**src/rtl/ff_net_pkg.sv**
```systemverilog
// Shared definitions for the bus-programmable feed-forward layer: FSM states,
// register-map offset helpers and STATUS bit positions.
package ff_net_pkg;

    typedef enum logic [1:0] {IDLE, MAC, ACT, DONE} state_t;

    localparam int STATUS_BUSY = 0;
    localparam int STATUS_DONE = 1;

    function automatic int w_addr(input int n_in, input int j, input int i);
        return j * n_in + i;
    endfunction

    function automatic int x_addr(input int n_in, input int n_out, input int i);
        return n_in * n_out + i;
    endfunction

    function automatic int ctrl_addr(input int n_in, input int n_out);
        return n_in * n_out + n_in;
    endfunction

    function automatic int status_addr(input int n_in, input int n_out);
        return ctrl_addr(n_in, n_out) + 1;
    endfunction

    function automatic int y_addr(input int n_in, input int n_out, input int j);
        return ctrl_addr(n_in, n_out) + 2 + j;
    endfunction

endpackage

```
**src/rtl/ff_hard_sigm.sv**
```systemverilog
// Hard-sigmoid activation: arithmetic shift, re-centre on RANGE_SIGM/2 and
// clamp to [0, RANGE_SIGM-1], all on a widened signed datapath.
module ff_hard_sigm #(
    parameter int WIDTH_SM   = 16,
    parameter int SHIFT      = 2,
    parameter int RANGE_SIGM = 512,
    parameter int WIDTH_O    = $clog2(RANGE_SIGM)
) (
    input  logic signed [WIDTH_SM-1:0] acc,
    output logic        [WIDTH_O-1:0]  y
);

    // One guard bit above the larger of accumulator and offset so the add never wraps.
    localparam int WS = ((WIDTH_SM > WIDTH_O + 1) ? WIDTH_SM : WIDTH_O + 1) + 1;
    localparam logic signed [WS-1:0] HALF = WS'(RANGE_SIGM / 2);
    localparam logic signed [WS-1:0] MAXV = WS'(RANGE_SIGM - 1);

    logic signed [WIDTH_SM-1:0] shifted;
    logic signed [WS-1:0]       sum;

    always_comb begin
        shifted = acc >>> SHIFT;
        sum     = WS'(shifted) + HALF;
        if (sum[WS-1])
            y = '0;
        else if (sum > MAXV)
            y = '1;
        else
            y = sum[WIDTH_O-1:0];
    end

endmodule

```
**src/rtl/ff_layer_seq.sv**
```systemverilog
// Fully-connected layer with register-mapped weights/inputs and a single
// time-shared MAC; results pass through a hard sigmoid into Y registers.
module ff_layer_seq
    import ff_net_pkg::*;
#(
    parameter int N_IN       = 2,
    parameter int N_OUT      = 2,
    parameter int WIDTH      = 32,
    parameter int WIDTH_I    = 10,
    parameter int WIDTH_W    = 4,
    parameter int RANGE_SIGM = 512,
    parameter int SHIFT      = 2,
    parameter int WIDTH_O    = $clog2(RANGE_SIGM),
    parameter int WIDTH_SM   = WIDTH_I + WIDTH_W + 1 + $clog2(N_IN),
    parameter int WIDTH_ADDR = $clog2(N_IN*N_OUT + N_IN + 2 + N_OUT)
) (
    input  logic                  clk,
    input  logic                  reset,
    input  logic [WIDTH-1:0]      in_d,
    input  logic [WIDTH_ADDR-1:0] address,
    input  logic                  write,
    input  logic                  read,
    output logic [WIDTH-1:0]      out_d,
    output logic                  ready,
    output logic                  down
);

    localparam int N_W = N_IN * N_OUT;
    localparam int IW  = (N_IN > 1) ? $clog2(N_IN) : 1;
    localparam int JW  = (N_OUT > 1) ? $clog2(N_OUT) : 1;
    localparam int WIW = (N_W > 1) ? $clog2(N_W) : 1;

    logic signed [WIDTH_W-1:0]  w_reg [N_W];
    logic        [WIDTH_I-1:0]  x_reg [N_IN];
    logic        [WIDTH_O-1:0]  y_reg [N_OUT];
    logic signed [WIDTH_SM-1:0] acc_reg;
    logic        [IW-1:0]       i_reg;
    logic        [JW-1:0]       j_reg;
    state_t                     state_reg;
    logic                       busy_reg, done_reg, down_reg, ready_reg;
    logic        [WIDTH-1:0]    out_d_reg;

    logic        [WIDTH-1:0]    rdata;
    logic        [WIW-1:0]      widx;
    logic signed [WIDTH_SM-1:0] x_ext, w_ext, prod;
    logic        [WIDTH_O-1:0]  y_act;
    logic                       bus_wr, start;
    logic        [N_W-1:0]      wr_w;
    logic        [N_IN-1:0]     wr_x;
    logic                       unused_in;

    assign unused_in = ^in_d[WIDTH-1:WIDTH_I];
    assign bus_wr    = write && !busy_reg;
    assign start     = bus_wr && in_d[0]
                       && (address == WIDTH_ADDR'(ctrl_addr(N_IN, N_OUT)));

    generate
        for (genvar gi = 0; gi < N_W; gi++) begin : g_wr_w
            assign wr_w[gi] = bus_wr
                && (address == WIDTH_ADDR'(w_addr(N_IN, gi / N_IN, gi % N_IN)));
        end
        for (genvar gi = 0; gi < N_IN; gi++) begin : g_wr_x
            assign wr_x[gi] = bus_wr && (address == WIDTH_ADDR'(x_addr(N_IN, N_OUT, gi)));
        end
    endgenerate

    // X is unsigned, so it is zero-extended before the signed multiply.
    always_comb begin
        widx  = WIW'(int'(j_reg) * N_IN + int'(i_reg));
        x_ext = WIDTH_SM'(x_reg[i_reg]);
        w_ext = WIDTH_SM'(w_reg[widx]);
        prod  = x_ext * w_ext;
    end

    always_comb begin
        rdata = '0;
        for (int k = 0; k < N_W; k++)
            if (address == WIDTH_ADDR'(w_addr(N_IN, k / N_IN, k % N_IN)))
                rdata = {{(WIDTH-WIDTH_W){1'b0}}, w_reg[k]};
        for (int k = 0; k < N_IN; k++)
            if (address == WIDTH_ADDR'(x_addr(N_IN, N_OUT, k)))
                rdata = {{(WIDTH-WIDTH_I){1'b0}}, x_reg[k]};
        for (int k = 0; k < N_OUT; k++)
            if (address == WIDTH_ADDR'(y_addr(N_IN, N_OUT, k)))
                rdata = {{(WIDTH-WIDTH_O){1'b0}}, y_reg[k]};
        if (address == WIDTH_ADDR'(status_addr(N_IN, N_OUT))) begin
            rdata[STATUS_BUSY] = busy_reg;
            rdata[STATUS_DONE] = done_reg;
        end
    end

    ff_hard_sigm #(
        .WIDTH_SM  (WIDTH_SM),
        .SHIFT     (SHIFT),
        .RANGE_SIGM(RANGE_SIGM),
        .WIDTH_O   (WIDTH_O)
    ) u_sigm (
        .acc(acc_reg),
        .y  (y_act)
    );

    always_ff @(posedge clk or posedge reset) begin
        if (reset) begin
            for (int k = 0; k < N_W; k++)   w_reg[k] <= '0;
            for (int k = 0; k < N_IN; k++)  x_reg[k] <= '0;
            for (int k = 0; k < N_OUT; k++) y_reg[k] <= '0;
            acc_reg   <= '0;
            i_reg     <= '0;
            j_reg     <= '0;
            state_reg <= IDLE;
            busy_reg  <= 1'b0;
            done_reg  <= 1'b0;
            down_reg  <= 1'b0;
            ready_reg <= 1'b0;
            out_d_reg <= '0;
        end else begin
            // rdata reflects pre-write contents, so a same-cycle write is not visible here.
            ready_reg <= read;
            if (read) out_d_reg <= rdata;
            down_reg <= 1'b0;
            for (int k = 0; k < N_W; k++)
                if (wr_w[k]) w_reg[k] <= in_d[WIDTH_W-1:0];
            for (int k = 0; k < N_IN; k++)
                if (wr_x[k]) x_reg[k] <= in_d[WIDTH_I-1:0];

            case (state_reg)
                IDLE: if (start) begin
                    busy_reg  <= 1'b1;
                    done_reg  <= 1'b0;
                    acc_reg   <= '0;
                    i_reg     <= '0;
                    j_reg     <= '0;
                    state_reg <= MAC;
                end
                MAC: begin
                    acc_reg <= acc_reg + prod;
                    if (i_reg == IW'(N_IN - 1)) begin
                        i_reg     <= '0;
                        state_reg <= ACT;
                    end else begin
                        i_reg <= i_reg + 1'b1;
                    end
                end
                ACT: begin
                    y_reg[j_reg] <= y_act;
                    acc_reg      <= '0;
                    i_reg        <= '0;
                    if (j_reg == JW'(N_OUT - 1)) begin
                        j_reg     <= '0;
                        state_reg <= DONE;
                    end else begin
                        j_reg     <= j_reg + 1'b1;
                        state_reg <= MAC;
                    end
                end
                DONE: begin
                    down_reg  <= 1'b1;
                    busy_reg  <= 1'b0;
                    done_reg  <= 1'b1;
                    state_reg <= IDLE;
                end
                default: state_reg <= IDLE;
            endcase
        end
    end

    assign out_d = out_d_reg;
    assign ready = ready_reg;
    assign down  = down_reg;

endmodule

```
**config.mk**
```make
export PLATFORM = sky130hd
export DESIGN_NAME = ff_layer_seq
export DESIGN_NICKNAME = d
export VERILOG_FILES = /design/src/rtl/ff_net_pkg.sv /design/src/rtl/ff_hard_sigm.sv /design/src/rtl/ff_layer_seq.sv
export SDC_FILE = /design/constraint.sdc
export NUM_CORES = 1
export LEC_CHECK = 0
export ABC_AREA = 1
export BUFFER_PORTS_ARGS = -buffer_cell sky130_fd_sc_hd__buf_2
export CAP_MARGIN = 20
export CORE_MARGIN = 4
export CORE_UTILIZATION = 45
export CTS_BUF_LIST = sky130_fd_sc_hd__clkbuf_8
export DETAILED_ROUTE_END_ITERATION = 10
export GPL_TIMING_DRIVEN = 0
export PLACE_DENSITY = 0.68
export SLEW_MARGIN = 30
export SYNTH_ARGS = -nofsm -noshare
export SYNTH_HDL_FRONTEND = slang
export SYNTH_HIERARCHICAL = 1
export SYNTH_SLANG_ARGS = --single-unit
export TNS_END_PERCENT = 100
```
**constraint.sdc**
```tcl
create_clock -name clk -period 4.5 [get_ports clk]
set_clock_uncertainty 0.1 [all_clocks]
set_input_delay 0.45 -clock clk [delete_from_list [all_inputs] [get_ports clk]]
set_output_delay 0.45 -clock clk [all_outputs]
set_load 0.02 [all_outputs]
```
# Word level (Yosys, flattened, before mapping)
# Cells that the tools add are included.
[word_totals]
regBits = 110
inputBits = 40
output_inout_bits = 34
[classes]
n_addsub = 5
multipliers = 1
n_lt_le_gt_ge = 5
eq_ne = 14
muxes = 35
n_bitwise = 3
n_reduce_logical = 20
[ops]
columns = ["op", "n"]
rows = [
  ["$mux 32", 7],
  ["$pmux 16 s3", 1],
  ["$mux 10", 3],
  ["$mux 9", 3],
  ["$bwmux 18", 1],
  ["$gt 17x10->1 const B", 1],
  ["$add 16x15->16", 1],
  ["$eq 4x3->1 const B", 4],
  ["$mux 16", 1],
  ["$add 14x10->15 const B", 1],
  ["$mul 11x4->15", 1],
  ["$mux 4", 3],
  ["$logic_and 1x1->1", 10],
  ["$demux 9 s1", 1],
  ["$bmux 4 s2", 1],
  ["$eq 4x2->1 const B", 2],
  ["$eq 4x4->1 const B", 2],
  ["$mux 2", 4],
  ["$pmux 2 s4", 1],
  ["$reduce_and 2->1", 4],
  ["$pmux 1 s2", 3],
  ["$mux 1", 5],
  ["$eq 2x2->1 const B", 2],
  ["$eq 4x1->1 const B", 1],
  ["other kinds (15)", 20],
]

# Depth between registers and ports, before layout
# Gate-level depths: netlist (run 1).
[logic_depth]
ltp_word = 10
depth_mapped = 22

# Cells and area by module
# Netlist (run 1), hierarchy kept.
[by_module_without_submodules]
columns = ["mod", "instances", "cells_per_inst", "area_per_inst_um2", "seq_area_each_um2"]
rows = [
  ["ff_layer_seq", 1, 791, 6019.5, 2202.1],
  ["ff_hard_sigm", 1, 69, 327.8, 0.0],
]

# Least setup slack after synthesis (run 1)
# OpenSTA, ideal clock, no wires.
[synth_timing]
kind = "flip-flop to flip-flop"
startpoint = "register i_reg"
endpoint = "register acc_reg[8]"
setup_time_ps = 126
arrival_time_ps = 3755
slack_ps = 519
stages_incl_launch_ff = 21
synth_period_minus_slack_ps = 3981
path_cell_list = "dfrtp_1 inv_2 buf_2 nand2_1 o211ai_1 nand2_1 nor2_1 fa_1 fa_1 inv_1 fa_1 inv_1 ha_1 a21oi_1 nand2_1 nand2_1 nand2_1 a21oi_1 nand2_1 nand2_1 o21ai_0"
[synth_between]
elab_chain_len = 8
word_cells_on_any_way = 12
cone_classes = "2 x add/sub; 1 x mul; 7 x mux; 2 x bitwise"
[synth_rtl]
columns = ["element", "line_no", "rtl"]
rows = [
  ["start: declaration", "ff_layer_seq.sv:37", "logic [IW-1:0] i_reg;"],
  ["start signal: assignment", "ff_layer_seq.sv:141", "i_reg <= i_reg + 1'b1;"],
  ["$add 2x1->2", "ff_layer_seq.sv:69", "widx = WIW'(int'(j_reg) * N_IN + int'(i_reg));"],
  ["$not 2->3 (implied by the code)", "ff_layer_seq.sv:71", "w_ext = WIDTH_SM'(w_reg[widx]);"],
  ["$bmux 4 s2", "ff_layer_seq.sv:71", ""],
  ["$mux 4 (implied by the code) (2 in series)", "ff_layer_seq.sv:71", ""],
  ["$mul 11x4->15 *", "ff_layer_seq.sv:72", "prod = x_ext * w_ext;"],
  ["$add 16x15->16 *", "ff_layer_seq.sv:136", "acc_reg <= acc_reg + prod;"],
  ["$pmux 16 s3 *", "ff_layer_seq.sv:126", "case (state_reg)"],
  ["end signal: assignment", "ff_layer_seq.sv:136", ""],
  ["end: declaration", "ff_layer_seq.sv:36", "logic signed [WIDTH_SM-1:0] acc_reg;"],
]
# Mark *: on every way between the ends. The rest lies on a longest branch, timed or not. The select of a mux whose other input is x is not followed.
# A chain may end at the register's enable or synchronous reset.

# Final worst setup path (run 1)
[layout_timing]
startpoint = "register i_reg"
endpoint = "register acc_reg[12]"
# The elaborated chain is that of the path after synthesis.

==> results of run 1 <==
==> logic make-up after synthesis <==
family	count (synthesis)
buffers and inverters	202
DFF	88
and+or+nand+nor	374
xor gates and xnor gates	3
adders and majority gates	64
other	1
muxes	1
AOI/OAI and AO/OA	127
==> final timing paths <==
| check | start | endpoint | slack [ps] |
|---|---|---|---|
| worst min register to register | out_d[0] | out_d[0] | 390 |
| worst min-delay path | read | ready | 160 |
| worst max-delay path | i_reg | acc_reg[12] | 210 |
| worst max register to register | i_reg | acc_reg[12] | 210 |
| max in group asynchronous | reset | acc_reg[7] | 3220 |
| min in group asynchronous | reset | out_d[2] | 470 |
==> cell usage in the layout (no fill, tap or decap), types with 3 or more instances in the layout <==
cell type                    Yosys  layout
sky130_fd_sc_hd__o21ai_0        88      79
sky130_fd_sc_hd__nand4_1         7       7
sky130_fd_sc_hd__ha_4            0       5
sky130_fd_sc_hd__inv_2           9       8
sky130_fd_sc_hd__nand3_1        47      45
sky130_fd_sc_hd__a31oi_1         5       5
sky130_fd_sc_hd__fa_1           29      28
sky130_fd_sc_hd__nand2_4         2       4
sky130_fd_sc_hd__a21oi_2         0       4
sky130_fd_sc_hd__clkbuf_8        0       9
sky130_fd_sc_hd__o21bai_1        3       3
sky130_fd_sc_hd__ha_1           35      29
sky130_fd_sc_hd__conb_1          1      22
sky130_fd_sc_hd__o21ai_1         1       8
sky130_fd_sc_hd__buf_4          23      28
sky130_fd_sc_hd__inv_1         156     154
sky130_fd_sc_hd__a21oi_1        22      18
sky130_fd_sc_hd__dfrtp_1        88      87
sky130_fd_sc_hd__nand2_2         2       4
sky130_fd_sc_hd__o21ai_2         1       3
sky130_fd_sc_hd__buf_2           7      33
sky130_fd_sc_hd__nand3_2         1       3
sky130_fd_sc_hd__clkinvlp_4      0       3
sky130_fd_sc_hd__inv_6           0       3
sky130_fd_sc_hd__buf_6           1       5
sky130_fd_sc_hd__nand2_1       227     223
sky130_fd_sc_hd__nor2_2          6      15
sky130_fd_sc_hd__nor2_1         75      65
sky130_fd_sc_hd__clkbuf_1        6       5
==> cell usage after synthesis (2+ instances only) <==
library cell and instances:
sky130_fd_sc_hd__inv_2 9, sky130_fd_sc_hd__o21ai_0 88, sky130_fd_sc_hd__buf_4 23, sky130_fd_sc_hd__a21boi_0 2, sky130_fd_sc_hd__clkbuf_1 6, sky130_fd_sc_hd__fa_1 29, sky130_fd_sc_hd__o211ai_1 2, sky130_fd_sc_hd__nor2_2 6
sky130_fd_sc_hd__nand2_2 2, sky130_fd_sc_hd__dfrtp_1 88, sky130_fd_sc_hd__nand4_1 7, sky130_fd_sc_hd__nand3_1 47, sky130_fd_sc_hd__a21oi_1 22, sky130_fd_sc_hd__ha_1 35, sky130_fd_sc_hd__or2_2 2, sky130_fd_sc_hd__nand2_1 227
sky130_fd_sc_hd__nor3_2 2, sky130_fd_sc_hd__nand2_4 2, sky130_fd_sc_hd__nor2_1 75, sky130_fd_sc_hd__o21bai_1 3, sky130_fd_sc_hd__inv_1 156, sky130_fd_sc_hd__buf_2 7, sky130_fd_sc_hd__xnor2_1 2, sky130_fd_sc_hd__a31oi_1 5
==> worst max-delay path: cells and delay by family, from the launching register on <==
family,cells,cell delay (ps)
DFF,1,480
and+or+nand+nor,10,950
AOI/OAI and AO/OA,2,290
buffers and inverters,5,520
adders and majority gates,4,1820
==> repair_timing <==
item,CTS,global route
endpoints found under the hold margin,34,0
hold buffers,1,0
buffers inserted,1,6
resized for setup,4,57
pin swaps,1,7
endpoints found under the setup margin,8,11
==> through the flow <==
step | TNS, ps | hold WS, ps | utilization
2_1_floorplan | 0 | 345.7 | -
3_3_place_gp | -588.6 | 358.1 | 0.4915
3_5_place_dp | -1071 | 362.2 | 0.4939
4_1_cts | 0 | 146.6 | 0.5090
5_1_grt | -23.63 | 154.9 | 0.5254
6_report | 0 | 156.5 | 0.5254
==> layer usage <==
layer,up-vias,track usage
met5,-,0
met4,0,0.07129
met3,33,0.03747
met2,134,0.3322
met1,2529,0.2788
li1,2764,-
==> area by class of cell <==
type | count | area (um^2)
inverter | 165 | 629.4
fill | 1334 | 6563
sequential | 88 | 2203
clock inverter | 7 | 65.06
clock buffer | 9 | 123.9
multi-input combinational | 591 | 3515
timing repair buffer | 38 | 242.7
buffer | 36 | 260.3
tap | 180 | 225.2
==> flow_metrics.tcl, run 1 <==
set metrics [dict create \
    std_cell_rows 43 \
    final_area_um2 7264 \
    setup.worst_path.end_class "register" \
    overall_die_width_um 126.8 \
    grt_start_max_net_pins 55 \
    antenna_violations_before_repair 0 \
    critical_path_required_ps 4670 \
    floorplan.core_area_um2 13830 \
    final_report_setup_violation_count 0 \
    slowest_stage "sky130_fd_sc_hd__fa_1" \
    result_of_the_run "finished, final reports clean" \
    highest_layer "met4" \
    timing.critical_path.arrival_ps 4460 \
    startpoint_type "register" \
    final_critical_path_setup_slack_ps 213.6 \
    synth-main-ff-cell "sky130_fd_sc_hd__dfrtp_1" \
    synth-compound-area-share 0.1061 \
    vias_per_cell 4.901 \
    synth_xor_xnor_area_share 0.004140 \
    crit_top_cell "sky130_fd_sc_hd__nand2_1" \
    drt_drc_violations_left 0 \
    synth-simple-area-share 0.2446 \
    yosys.area.top_type_share 0.3469 \
    floorplan.initialDensity 0.4591 \
    fmax_mhz 233.3 \
    grt_pass1_vias 5282 \
    ctsRootBufferMaster "sky130_fd_sc_hd__clkbuf_8" \
    netlist_instances 860 \
    overflow 0 \
    syn_area_per_cell_um2 7.381 \
    critical_path.cell_chain "inv_4 > buf_8 > nand2_1 > o211ai_1 > nand2_2 > buf_6 > nor2_2 > fa_1 > fa_1 > inv_1 > fa_1 > inv_1 > ha_4 > a21oi_2 > nand2_2 > nand2_1 > nand3_2 > nand2_1 > nand3b_1 > nand3_1 > nand2_1" \
    netlist-cell-type-count 37 \
    wl_met1_um 7148 \
    synth_seq_cells 88 \
    synth.area.mux_share 0.001577 \
    fin_crit_ps 4286 \
    hold_viol_final 0 \
    hold_path_depth 1 \
    synth_edf_count 0 \
    final_min_period_over_clock_period 0.9525 \
    route.met2.wl_um 7575 \
    number_of_flip_flops_in_the_largest_register 20 \
    worst_skew_pair.late_latency_ps 390 \
    numClockSinks 88 \
    max_cap_viol_count 0 \
    totalWireLength_um 15980 \
    synthToLayoutAreaGrowth_pct 14.45 \
    globalRouteTotalUtil 0.2055 \
    synth-warning-count 6 \
    critPathMaxStageDelay_ps 550 \
    timing_worst_slew_pin_value_ps 616.8 \
    drt-initial-drc-count 386 \
    detailedRoute.firstPassIterationCount 5 \
    synth_area_leader_cell "sky130_fd_sc_hd__dfrtp_1" \
    critical_path_maximum_fanout 10 \
    max_h_tree_level 3 \
    die-height_um 126.8 \
    reg2reg_depth 21 \
    async_flop_share 1.000 \
    layout-drive-gt1-share 0.1531 \
    route.met3.wl_um 746 \
    antenna-diode-count 0 \
    worst_hold_path_type "in2reg" \
    slew-limit-headroom 0.5845 \
    gpl_congestion 0.8345 \
    ios 74 \
    worst-setup-path-type "reg2reg" \
    post_synth_fa_ha_maj_area_fraction 0.1605 \
    finish.cell_count_without_fillers 1114 \
    timing.final.max_slew_violations 0 \
    num_vias 5460 \
    synth.area.top_cells "sky130_fd_sc_hd__dfrtp_1 (35%), sky130_fd_sc_hd__nand2_1 (13%), sky130_fd_sc_hd__inv_1 (9.2%), sky130_fd_sc_hd__fa_1 (9.1%), sky130_fd_sc_hd__o21ai_0 (6.9%)" \
    cts.reportedPaths.clkPinSlew_ps 110 \
    synth_area_um2 6347 \
    finish.net_count 1033 \
    placed_area_um2 6829 \
    dp_slack_ps -250.1 \
    antenna_left 0 \
    detailedPlacementHpwl_um 12360 \
    clock_buffers_created_by_tritoncts 9 \
    numPlacedInstances 1091 \
    routedWlPerCell_um 14.35 \
    cts-root-to-sink-buffers 2 \
    global_route_wire_length_before_repair_um 26310 \
    tritoncts "built" \
    dominant_combinational_cell_family_by_area_after_synthesis "simple AND/OR/NAND/NOR gates" \
    fp.dieArea_um2 16070 \
    port-buffer-count 29 \
    synth-seq-area-share 0.3469 \
]
Power of run 1 is not shown: default switching activity piles up to over one toggle a cycle in this logic, so the estimate is an artifact.
==> run 2: changes to the inputs <==
--- a/config.mk
+++ b/config.mk
@@ -17,6 +17,5 @@
 export SLEW_MARGIN = 30
 export SYNTH_ARGS = -nofsm -noshare
 export SYNTH_HDL_FRONTEND = slang
-export SYNTH_HIERARCHICAL = 1
 export SYNTH_SLANG_ARGS = --single-unit
 export TNS_END_PERCENT = 100
==> flow_metrics.tcl, run 2 <==
set metrics [dict create \
    result_of_the_run "finished, final reports clean" \
    yosys.area.top_type_share 0.3435 \
    synth.area.top_cells "sky130_fd_sc_hd__dfrtp_1 (34%), sky130_fd_sc_hd__nand2_1 (12%), sky130_fd_sc_hd__fa_1 (9.1%), sky130_fd_sc_hd__inv_1 (7.4%), sky130_fd_sc_hd__ha_1 (6.8%)" \
    max_cap_viol_count 0 \
    drt-initial-drc-count 349 \
    ir_worst_vdd_mv 0.3534 \
    routedWlPerCell_um 13.59 \
    die-height_um 127.4 \
    overflow 0 \
    fmax_mhz 234.9 \
    worst_hold_path_type "in2reg" \
    timing_worst_slew_pin_value_ps 526.4 \
    num_vias 5355 \
    ios 74 \
    antenna_violations_before_repair 0 \
    synth_top_cells_by_count "sky130_fd_sc_hd__nand2_1 (213), sky130_fd_sc_hd__inv_1 (126), sky130_fd_sc_hd__dfrtp_1 (88)" \
    startpoint_type "register" \
    max_h_tree_level 3 \
    vias_per_cell 4.926 \
    finish.cell_count_without_fillers 1087 \
    critical_path_required_ps 4700 \
    synth-warning-count 0 \
    timing.critical_path.arrival_ps 4460 \
    globalRouteTotalUtil 0.1890 \
    timing.final.max_slew_violations 0 \
    layout.filler_cells 1378 \
    synth_edf_count 0 \
    hold_viol_final 0 \
    antenna_left 0 \
    cts.reportedPaths.clkPinSlew_ps 100 \
    drt_drc_violations_left 0 \
    slew-limit-headroom 0.6478 \
    fp.dieArea_um2 16220 \
    synth_area_leader_cell "sky130_fd_sc_hd__dfrtp_1" \
    syn_area_per_cell_um2 7.649 \
    synth-seq-area-share 0.3435 \
    numPlacedInstances 1068 \
    layout-drive-gt1-share 0.1577 \
    synth_area_um2 6410 \
    detailedPlacementHpwl_um 11930 \
    post-route-util 0.5148 \
    netlist_instances 838 \
    port-buffer-count 28 \
    p_leak_uw 0.003805 \
    fin_setup_tns_ps 0 \
    gpl_congestion 0.8908 \
    global_route_wire_length_before_repair_um 24340 \
    floorplan.core_area_um2 13930 \
    tritoncts "built" \
    detailedRoute.firstPassIterationCount 5 \
    synth-main-ff-cell "sky130_fd_sc_hd__dfrtp_1" \
    cts-root-to-sink-buffers 2 \
    ctsRootBufferMaster "sky130_fd_sc_hd__clkbuf_8" \
    synthToLayoutAreaGrowth_pct 11.91 \
    yosysMostFrequentCell "sky130_fd_sc_hd__nand2_1" \
    worst_skew_pair.late_latency_ps 380 \
    grt_start_max_net_pins 46 \
    setup.worst_path.end_class "register" \
    final_report_setup_violation_count 0 \
    pwr_density_cell_nw_per_um2 795.3 \
    totalWireLength_um 14770 \
    fin_crit_ps 4258 \
    netlist-cell-type-count 38 \
    finish.net_count 1006 \
    numClockSinks 88 \
    final_min_period_over_clock_period 0.9461 \
    async_flop_share 1.000 \
    grt_pass1_vias 4965 \
    floorplan.initialDensity 0.4600 \
    std_cell_rows 43 \
    overall_die_width_um 127.4 \
    synth_seq_cells 88 \
    worst-setup-path-type "reg2reg" \
    number_of_flip_flops_in_the_largest_register 20 \
    most_frequent_cells_in_the_layout "sky130_fd_sc_hd__nand2_1 (212), sky130_fd_sc_hd__inv_1 (126), sky130_fd_sc_hd__dfrtp_1 (87)" \
    clock_buffers_created_by_tritoncts 9 \
    critical_path_maximum_fanout 10 \
    antenna-diode-count 0 \
    layout_commonest_cell "sky130_fd_sc_hd__nand2_1" \
]
==> run 2: cell count changes after synthesis, moves of 3 or more <==
cell / delta
sky130_fd_sc_hd__o21ai_0: -34
sky130_fd_sc_hd__inv_1: -30
sky130_fd_sc_hd__o21ai_1: +22
sky130_fd_sc_hd__nand2_1: -14
sky130_fd_sc_hd__nand3_2: +10
sky130_fd_sc_hd__nand3_1: +9
sky130_fd_sc_hd__nor2_1: +5
sky130_fd_sc_hd__inv_2: +3
sky130_fd_sc_hd__nand2_2: +3
sky130_fd_sc_hd__o21ai_2: +3
sky130_fd_sc_hd__o21bai_1: -3
==> run 2: final cells by class <==
| cell class | instances | area, um^2 | share of cell area |
|---|---|---|---|
| clock inverters | 6 | 45.04 | 0.006279 |
| well taps | 180 | 225.2 | 0.03140 |
| plain buffers | 38 | 270.3 | 0.03768 |
| clock buffers | 10 | 137.6 | 0.01919 |
| flip-flops and latches | 88 | 2203 | 0.3072 |
| multi-input cells | 594 | 3567 | 0.4973 |
| inverters | 139 | 531.8 | 0.07413 |
| repair buffers | 32 | 192.7 | 0.02686 |
==> run 2: final timing paths <==
check | from | end | slack (ps) | cells after the start
setup reg to reg | i_reg | acc_reg[13] | 240 | 19
setup / recovery | i_reg | acc_reg[13] | 240 | 19
min in group asynchronous | reset | w_reg[10] | 540 | 3
hold / removal | read | ready | 90 | 1
hold reg to reg | out_d[3] | out_d[3] | 380 | 2
max in group asynchronous | reset | acc_reg[5] | 3200 | 4
==> run 2: kinds of logic (layout without fill, tap and decap cells) <==
logic type	after synthesis	count (layout)	share of synthesized area
fa+ha+maj	64	64	0.1589
flops	88	88	0.3435
xor+xnor	3	3	0.004100
simple gates	384	384	0.2610
buf+inv	177	225	0.1220
mux	2	2	0.003123
compound gates	119	119	0.1068
other cells	1	22	0.0005850
==> run 2: layer usage <==
metal / part of all wire / global-route usage
met5: 0 / 0
met4: 0.013 / 0.05300
met3: 0.046 / 0.02843
met2: 0.45 / 0.2954
met1: 0.49 / 0.2741
==> run 2: worst max-delay path, stage by stage, from the launching register on <==
cell                       delay (ps)
sky130_fd_sc_hd__dfrtp_2          470
sky130_fd_sc_hd__inv_2            130
sky130_fd_sc_hd__buf_6            170
sky130_fd_sc_hd__nand2_1          100
sky130_fd_sc_hd__o211ai_4         110
sky130_fd_sc_hd__nand2_4          130
sky130_fd_sc_hd__nor2_1           160
sky130_fd_sc_hd__fa_1             460
sky130_fd_sc_hd__fa_1             550
sky130_fd_sc_hd__inv_1             50
sky130_fd_sc_hd__fa_1             520
sky130_fd_sc_hd__inv_1             40
sky130_fd_sc_hd__ha_1             340
sky130_fd_sc_hd__a21oi_1          230
sky130_fd_sc_hd__nor2_1            80
sky130_fd_sc_hd__o21ai_0          170
sky130_fd_sc_hd__nand3_1          140
sky130_fd_sc_hd__nand2_1           80
sky130_fd_sc_hd__nand2_1           40
sky130_fd_sc_hd__o21ai_1          120
==> run 2: repair_timing <==
item | CTS | global route
setup endpoints to repair | 1 | 9
resized for setup | 1 | 29
hold endpoints to repair | 35 | 0
hold buffers | 1 | 0
pin swaps | 0 | 2
gates cloned | 0 | 0
setup buffers | 0 | 2
==> run 2: per-stage QoR <==
stage | area (um^2) | power [uW] | setup WS, ps | hold WS, ps
final | 7173 | 5704 | 242.3 | 90.92
after global routing | 7173 | 6454 | -9.651 | 76.53
after CTS | 7079 | 5582 | 10.05 | 77.08
after detailed placement | 6887 | 5025 | 8.437 | 361.2
after global placement | 6854 | 4936 | 48.51 | 355.4
after floorplan | 6489 | 4246 | 567.6 | 341.4
==> run 2: power breakdown <==
part	leakage, uW	internal [uW]	switching [uW]
combinational	0.00260	1420	2450
clock	0.0000956	219	304
sequential	0.00111	1080	232
No activity file was read; power rests on OpenSTA's default activity.
